`config.mk`:
```
export PLATFORM = sky130hd
export DESIGN_NAME = tdm_deserializer
export DESIGN_NICKNAME = d
export VERILOG_FILES = /design/src/rtl/tdm_pkg.sv /design/src/rtl/tdm_slot_decoder.sv /design/src/rtl/tdm_deserializer.sv
export SDC_FILE = /design/constraint.sdc
export NUM_CORES = 1
export LEC_CHECK = 0
export BUFFER_PORTS_ARGS = -buffer_cell sky130_fd_sc_hd__buf_2
export CAP_MARGIN = 20
export CORE_MARGIN = 2
export CORE_UTILIZATION = 35
export DETAILED_ROUTE_END_ITERATION = 8
export MAX_ROUTING_LAYER = met4
export SYNTH_ARGS = -nofsm -noshare
export SYNTH_HDL_FRONTEND = slang
export SYNTH_SLANG_ARGS = --single-unit
```
`constraint.sdc`:
```
create_clock -name clk -period 3.15 [get_ports clk]
set_clock_uncertainty 0.2 [all_clocks]
set_input_delay 0.315 -clock clk [delete_from_list [all_inputs] [get_ports clk]]
set_output_delay 0.315 -clock clk [all_outputs]
set_load 0.05 [all_outputs]
```
`src/rtl/tdm_pkg.sv`:
```
// tdm_pkg: shared types and constants for the TDM serial link receive path.
// Build option: define TDM_PARITY_EN to add a trailing even-parity slot per frame.
package tdm_pkg;

  typedef enum logic [0:0] {
    TDM_HUNT    = 1'b0,
    TDM_COLLECT = 1'b1
  } tdm_state_e;

  localparam int unsigned TDM_WIDTH_DEFAULT = 8;

`ifdef TDM_PARITY_EN
  localparam int unsigned TDM_PARITY_SLOTS = 1;
`else
  localparam int unsigned TDM_PARITY_SLOTS = 0;
`endif

endpackage

```
`src/rtl/tdm_slot_decoder.sv`:
```
// tdm_slot_decoder: binary slot index to one-hot capture write enable.
// Ports:
//   slot_addr_i - slot index to write
//   en_i        - write strobe; all enables low when 0
//   wr_en_c_o   - combinational one-hot write enable, N bits; an index of N or
//                 above (the parity slot) selects no capture bit
module tdm_slot_decoder #(
  parameter int unsigned N      = 8,
  parameter int unsigned ADDR_W = 3
) (
  input  logic [ADDR_W-1:0] slot_addr_i,
  input  logic              en_i,
  output logic [N-1:0]      wr_en_c_o
);

  always_comb begin
    wr_en_c_o = '0;
    for (int unsigned i = 0; i < N; i++) begin
      wr_en_c_o[i] = en_i && (slot_addr_i == ADDR_W'(i));
    end
  end

endmodule

```
`src/rtl/tdm_deserializer.sv`:
```
// tdm_deserializer: rebuilds parallel words from a slot-multiplexed serial
// stream and hands complete frames downstream over valid/ready.
// Build option: TDM_PARITY_EN adds an even-parity slot after the data slots;
// without it parity_err is constant 0.
// Ports:
//   clk, rst_n        - clock, synchronous active-low reset
//   en, frame, in_data- slot strobe, slot-0 marker, serial bit
//   out_data/out_valid/out_ready - registered output frame and handshake
//   slot_addr         - index of the next slot expected
//   sync_err, overrun, parity_err - one-cycle error pulses
module tdm_deserializer
  import tdm_pkg::*;
#(
  parameter int unsigned WIDTH  = TDM_WIDTH_DEFAULT,
  parameter int unsigned ADDR_W = $clog2(WIDTH + TDM_PARITY_SLOTS)
) (
  input  logic              clk,
  input  logic              rst_n,
  input  logic              en,
  input  logic              frame,
  input  logic              in_data,
  output logic [WIDTH-1:0]  out_data,
  output logic              out_valid,
  input  logic              out_ready,
  output logic [ADDR_W-1:0] slot_addr,
  output logic              sync_err,
  output logic              overrun,
  output logic              parity_err
);

  localparam int unsigned SLOTS = WIDTH + TDM_PARITY_SLOTS;

  tdm_state_e        state_q;
  logic [ADDR_W-1:0] slot_addr_q;
  logic [WIDTH-1:0]  capture_q;
  logic [WIDTH-1:0]  capture_d;
  logic [WIDTH-1:0]  out_data_q;
  logic              out_valid_q;
  logic              sync_err_q;
  logic              overrun_q;
  logic              parity_err_q;

  logic [ADDR_W-1:0] dec_addr_c;
  logic              dec_en_c;
  logic [WIDTH-1:0]  wr_en_c;
  logic              handshake_c;
  logic              parity_ok_c;

  // A frame marker always targets slot 0; otherwise write the expected slot,
  // except at slot 0 of COLLECT where a missing marker discards the bit.
  always_comb begin
    dec_addr_c = frame ? '0 : slot_addr_q;
    dec_en_c   = en && (frame || ((state_q == TDM_COLLECT) && (slot_addr_q != '0)));
  end

  tdm_slot_decoder #(
    .N      (WIDTH),
    .ADDR_W (ADDR_W)
  ) u_slot_decoder (
    .slot_addr_i (dec_addr_c),
    .en_i        (dec_en_c),
    .wr_en_c_o   (wr_en_c)
  );

  // Capture word including this cycle's bit, so completion sees the last slot.
  always_comb begin
    capture_d = capture_q;
    for (int unsigned i = 0; i < WIDTH; i++) begin
      if (wr_en_c[i]) capture_d[i] = in_data;
    end
  end

  assign handshake_c = out_valid_q && out_ready;

`ifdef TDM_PARITY_EN
  // Completion happens on the parity slot; all data slots are already captured.
  assign parity_ok_c = (in_data == (^capture_q));
`else
  assign parity_ok_c = 1'b1;
`endif

  // Slot tracking FSM with registered outputs.
  always_ff @(posedge clk) begin
    if (!rst_n) begin
      state_q      <= TDM_HUNT;
      slot_addr_q  <= '0;
      capture_q    <= '0;
      out_data_q   <= '0;
      out_valid_q  <= 1'b0;
      sync_err_q   <= 1'b0;
      overrun_q    <= 1'b0;
      parity_err_q <= 1'b0;
    end else begin
      sync_err_q   <= 1'b0;
      overrun_q    <= 1'b0;
      parity_err_q <= 1'b0;
      capture_q    <= capture_d;
      if (handshake_c) out_valid_q <= 1'b0;

      if (en) begin
        case (state_q)
          TDM_HUNT: begin
            if (frame) begin
              state_q     <= TDM_COLLECT;
              slot_addr_q <= ADDR_W'(1);
            end
          end
          TDM_COLLECT: begin
            if (frame) begin
              // Restart: any partial frame is abandoned.
              if (slot_addr_q != '0) sync_err_q <= 1'b1;
              slot_addr_q <= ADDR_W'(1);
            end else if (slot_addr_q == '0) begin
              // Expected a frame marker after a completed frame.
              sync_err_q <= 1'b1;
              state_q    <= TDM_HUNT;
            end else if (slot_addr_q == ADDR_W'(SLOTS - 1)) begin
              slot_addr_q <= '0;
              if (!parity_ok_c) begin
                parity_err_q <= 1'b1;
              end else if (!out_valid_q || handshake_c) begin
                out_data_q  <= capture_d;
                out_valid_q <= 1'b1;
              end else begin
                overrun_q <= 1'b1;
              end
            end else begin
              slot_addr_q <= slot_addr_q + ADDR_W'(1);
            end
          end
          default: state_q <= TDM_HUNT;
        endcase
      end
    end
  end

  assign out_data   = out_data_q;
  assign out_valid  = out_valid_q;
  assign slot_addr  = slot_addr_q;
  assign sync_err   = sync_err_q;
  assign overrun    = overrun_q;
  assign parity_err = parity_err_q;

endmodule

```
==> impl_metrics.yaml <==
run_status:
  status: "completed"
route:
  dr.pass1.iters: 4
  via_count: 847
  drt_wl_total_microns: 1990
  drc: 0
  routedWlPerCell_microns: 12.3
  antenna_left: 0
  viasPerCell: 5.23
  drtIter0Drc: 13
timing:
  rsz0062_at_grt: "false"
  layout_min_cycle_time_ns: 2.29
  setup_slack_ns: 0.861
  max_slew.worst_pin.slew_ns: 0.558
  finalHoldViolCount: 0
  setup_tns_ns: 0
  final-max-slew-violation-count: 0
  max_freq_mhz: 437
  setup_viol: 0
  relSlewSlack_pct: 62.7
  timing.final.crit_share_pct: 72.7
power_and_ir_drop:
  ir_worst_vdd_mv: 0.355
  power.density_mw_per_mm2: 410
  p_total_uw: 476
  power_leakage_uw: 0.000541
worst_setup_path:
  worst-r2r-setup-slack_ns: 0.86
  path_cells: "inv_1, ha_1, nand2b_2, ha_1, nand2_1, nor3_4, o21ai_0, a21oi_1"
  r2r_start: "slot_addr[1]"
  cp_top_family: "simple AND/OR/NAND/NOR gates"
  cp_slowest_cell: "dfxtp_1"
  reg2regPathDepth: 8
  required_ns: 3.20
  critPathLaunch: "slot_addr[1]"
  endpoint_kind: "register"
  reg2reg_to: "out_data[5]"
  crit_fanout: 16
  path_buf_inv: 1
  cpMostUsedCell: "ha_1"
  crit_path_max_incr_delay_ns: 0.52
  crit_type: "register to register"
  cp.arrival_ns: 2.34
  start_kind: "register"
hold_path:
  whs_path_depth: 3
  hp-start: "rst_n"
  hold-path-endpoint: "out_data[1]"
  worstHoldPathType: "primary input to register"
global_route:
  grt_usage_pct: 13.7
  grt_use_met1_pct: 18.6
  use_met3_pct: 3.08
  top_usage_layer: "met2"
  grt_pass1_wl_microns: 3500
  grt_max_degree: 17
  use_met2_pct: 19.4
  grt_pass1_vias: 754
  antenna_found_initial: 0
  overflow: 0
layout:
  final_common_cell: "dfxtp_1"
  layout-drive-gt1-share_pct: 22.1
  antennaDiodeCount: 0
  mostFrequentLayoutCells: "dfxtp_1 (23), buf_2 (19), a21oi_1 (12)"
  postLayoutCoreUtil_pct: 41.7
  nets: 143
  synthToLayoutAreaGrowth_pct: 12.1
  fin_cells: 162
synthesis:
  yosysTopAreaCellShare_pct: 44.4
  synth_cell_types: 33
  syn_inst: 114
  synth_area_leaders: "dfxtp_1 (44%), mux2i_1 (6.8%), ha_1 (6.0%)"
  avgSynthCellArea_sq_um: 9.09
  synth-seq-cells: 23
  syn-num-nets: 125
  ys_seq_area_share_pct: 44.4
  yosys.area.top_type: "dfxtp_1"
  syn-cell-area_sq_mm: 0.00104
  yosys_warnings: 0
placement:
  portBuffers: 19
  dp.cells: 158
  dp.final_hpwl_microns: 1490
  gp_congestion: 0.795
  post-place-ws_ns: 0.902
clock_network:
  postCtsSetupRepairBufs: 0
  ctsResizeCount: 0
  cts_tree: "done"
  clock-root-buffer: "clkbuf_4"
  max-clock-path-buffers: 2
  cts.sinks: 23
  hold_buffers: 0
  cts.htree.levels: 1
  cts_buffers: 3
  path_clk_slew_ns: 0.13
  clk_latency_ns: 0.31
floorplan:
  die_x_microns: 58.4
  top_level_ports: 21
  row_count: 19
  dieArea_sq_mm: 0.00341
  dieHeight_microns: 58.4
  start_util_pct: 37.2
  core_area_sq_mm: 0.00278
job:
  cap_violations: 0
-- cell type report --
cell class / instances / area [sq um]
Clock buffer: 3 / 22.5
Clock inverter: 1 / 5.00
Fill cell: 283 / 1620
Inverter: 5 / 18.8
Multi-Input combinational cell: 80 / 520
Sequential cell: 23 / 460
Tap cell: 31 / 38.8
Timing Repair Buffer: 19 / 95.1
-- synth_stat cells --
| library cell | n |
|---|---|
| nor2b_1 | 5 |
| nor2_1 | 10 |
| nand3b_1 | 1 |
| o2111ai_1 | 2 |
| mux2i_1 | 7 |
| buf_6 | 1 |
| nand3_1 | 4 |
| nor3_1 | 1 |
| inv_1 | 5 |
| nor3b_1 | 1 |
| a21boi_1 | 1 |
| a211oi_1 | 1 |
| o21ai_1 | 1 |
| clkbuf_1 | 2 |
| nor3_4 | 1 |
| buf_4 | 1 |
| and3_1 | 2 |
| nand2_2 | 1 |
| a31oi_1 | 1 |
| nand2b_2 | 1 |
| o21ai_0 | 7 |
| o211ai_1 | 1 |
| nor4b_1 | 1 |
| nand4b_1 | 1 |
| ha_1 | 5 |
| a21oi_1 | 12 |
| nand2_1 | 7 |
| buf_2 | 2 |
| conb_1 | 1 |
| dfxtp_1 | 23 |
| a41oi_1 | 1 |
| o21ai_2 | 3 |
| and2_1 | 1 |
-- power by group --
part	internal (uW)	switching [uW]
clock	47.4	89.2
combinational	12.1	29.4
sequential	294	3.77
total	353	122
-- cell families after synthesis --
kind of cell / count (synthesis) / synth area share, %
adders and majority gates: 5 / 6.04
DFF: 23 / 44.4
buffers and inverters: 11 / 5.31
muxes: 7 / 6.76
AOI/OAI and AO/OA: 30 / 17.5
other: 1 / 0.362
and+or+nand+nor: 37 / 19.6
-- metal layers --
metal,wire length [microns],share of wire (%)
met1,976,49
met2,879,44
met3,100,5.0
met4,39,2.0
met5,0,0
-- state kept, by name, summed over array words and instances, names as in the netlist --
name	count
capture_q	8
out_data	8
out_valid	1
overrun	1
slot_addr	3
state_q	1
sync_err	1
-- worst reg2reg max path: cells and delay by family, from the launching register on --
kind | cells | cell delay [ns]
simple gates | 3 | 0.71
buf+inv | 1 | 0.11
compound gates | 2 | 0.31
fa+ha+maj | 2 | 0.37
flops | 1 | 0.52
-- through the flow --
stage | hold WS [ns] | cell area (sq um)
floorplan | 0.226 | 1040
global placement | 0.282 | 1130
detailed placement | 0.289 | 1130
CTS | 0.101 | 1160
global route | 0.111 | 1160
finish | 0.103 | 1160
-- worst max path at each step --
| stage | endpoint | cells after the start | slack (ns) |
|---|---|---|---|
| floorplan | out_data[1] | 10 | 0.88 |
| CTS | out_data[0] | 8 | 0.86 |
| global route | out_data[0] | 8 | 0.57 |
| detailed placement | out_data[0] | 8 | 0.90 |
| finish | out_data[5] | 8 | 0.86 |
| global placement | out_data[0] | 8 | 1.05 |
Note: power is estimated with default switching activity, not from simulation.
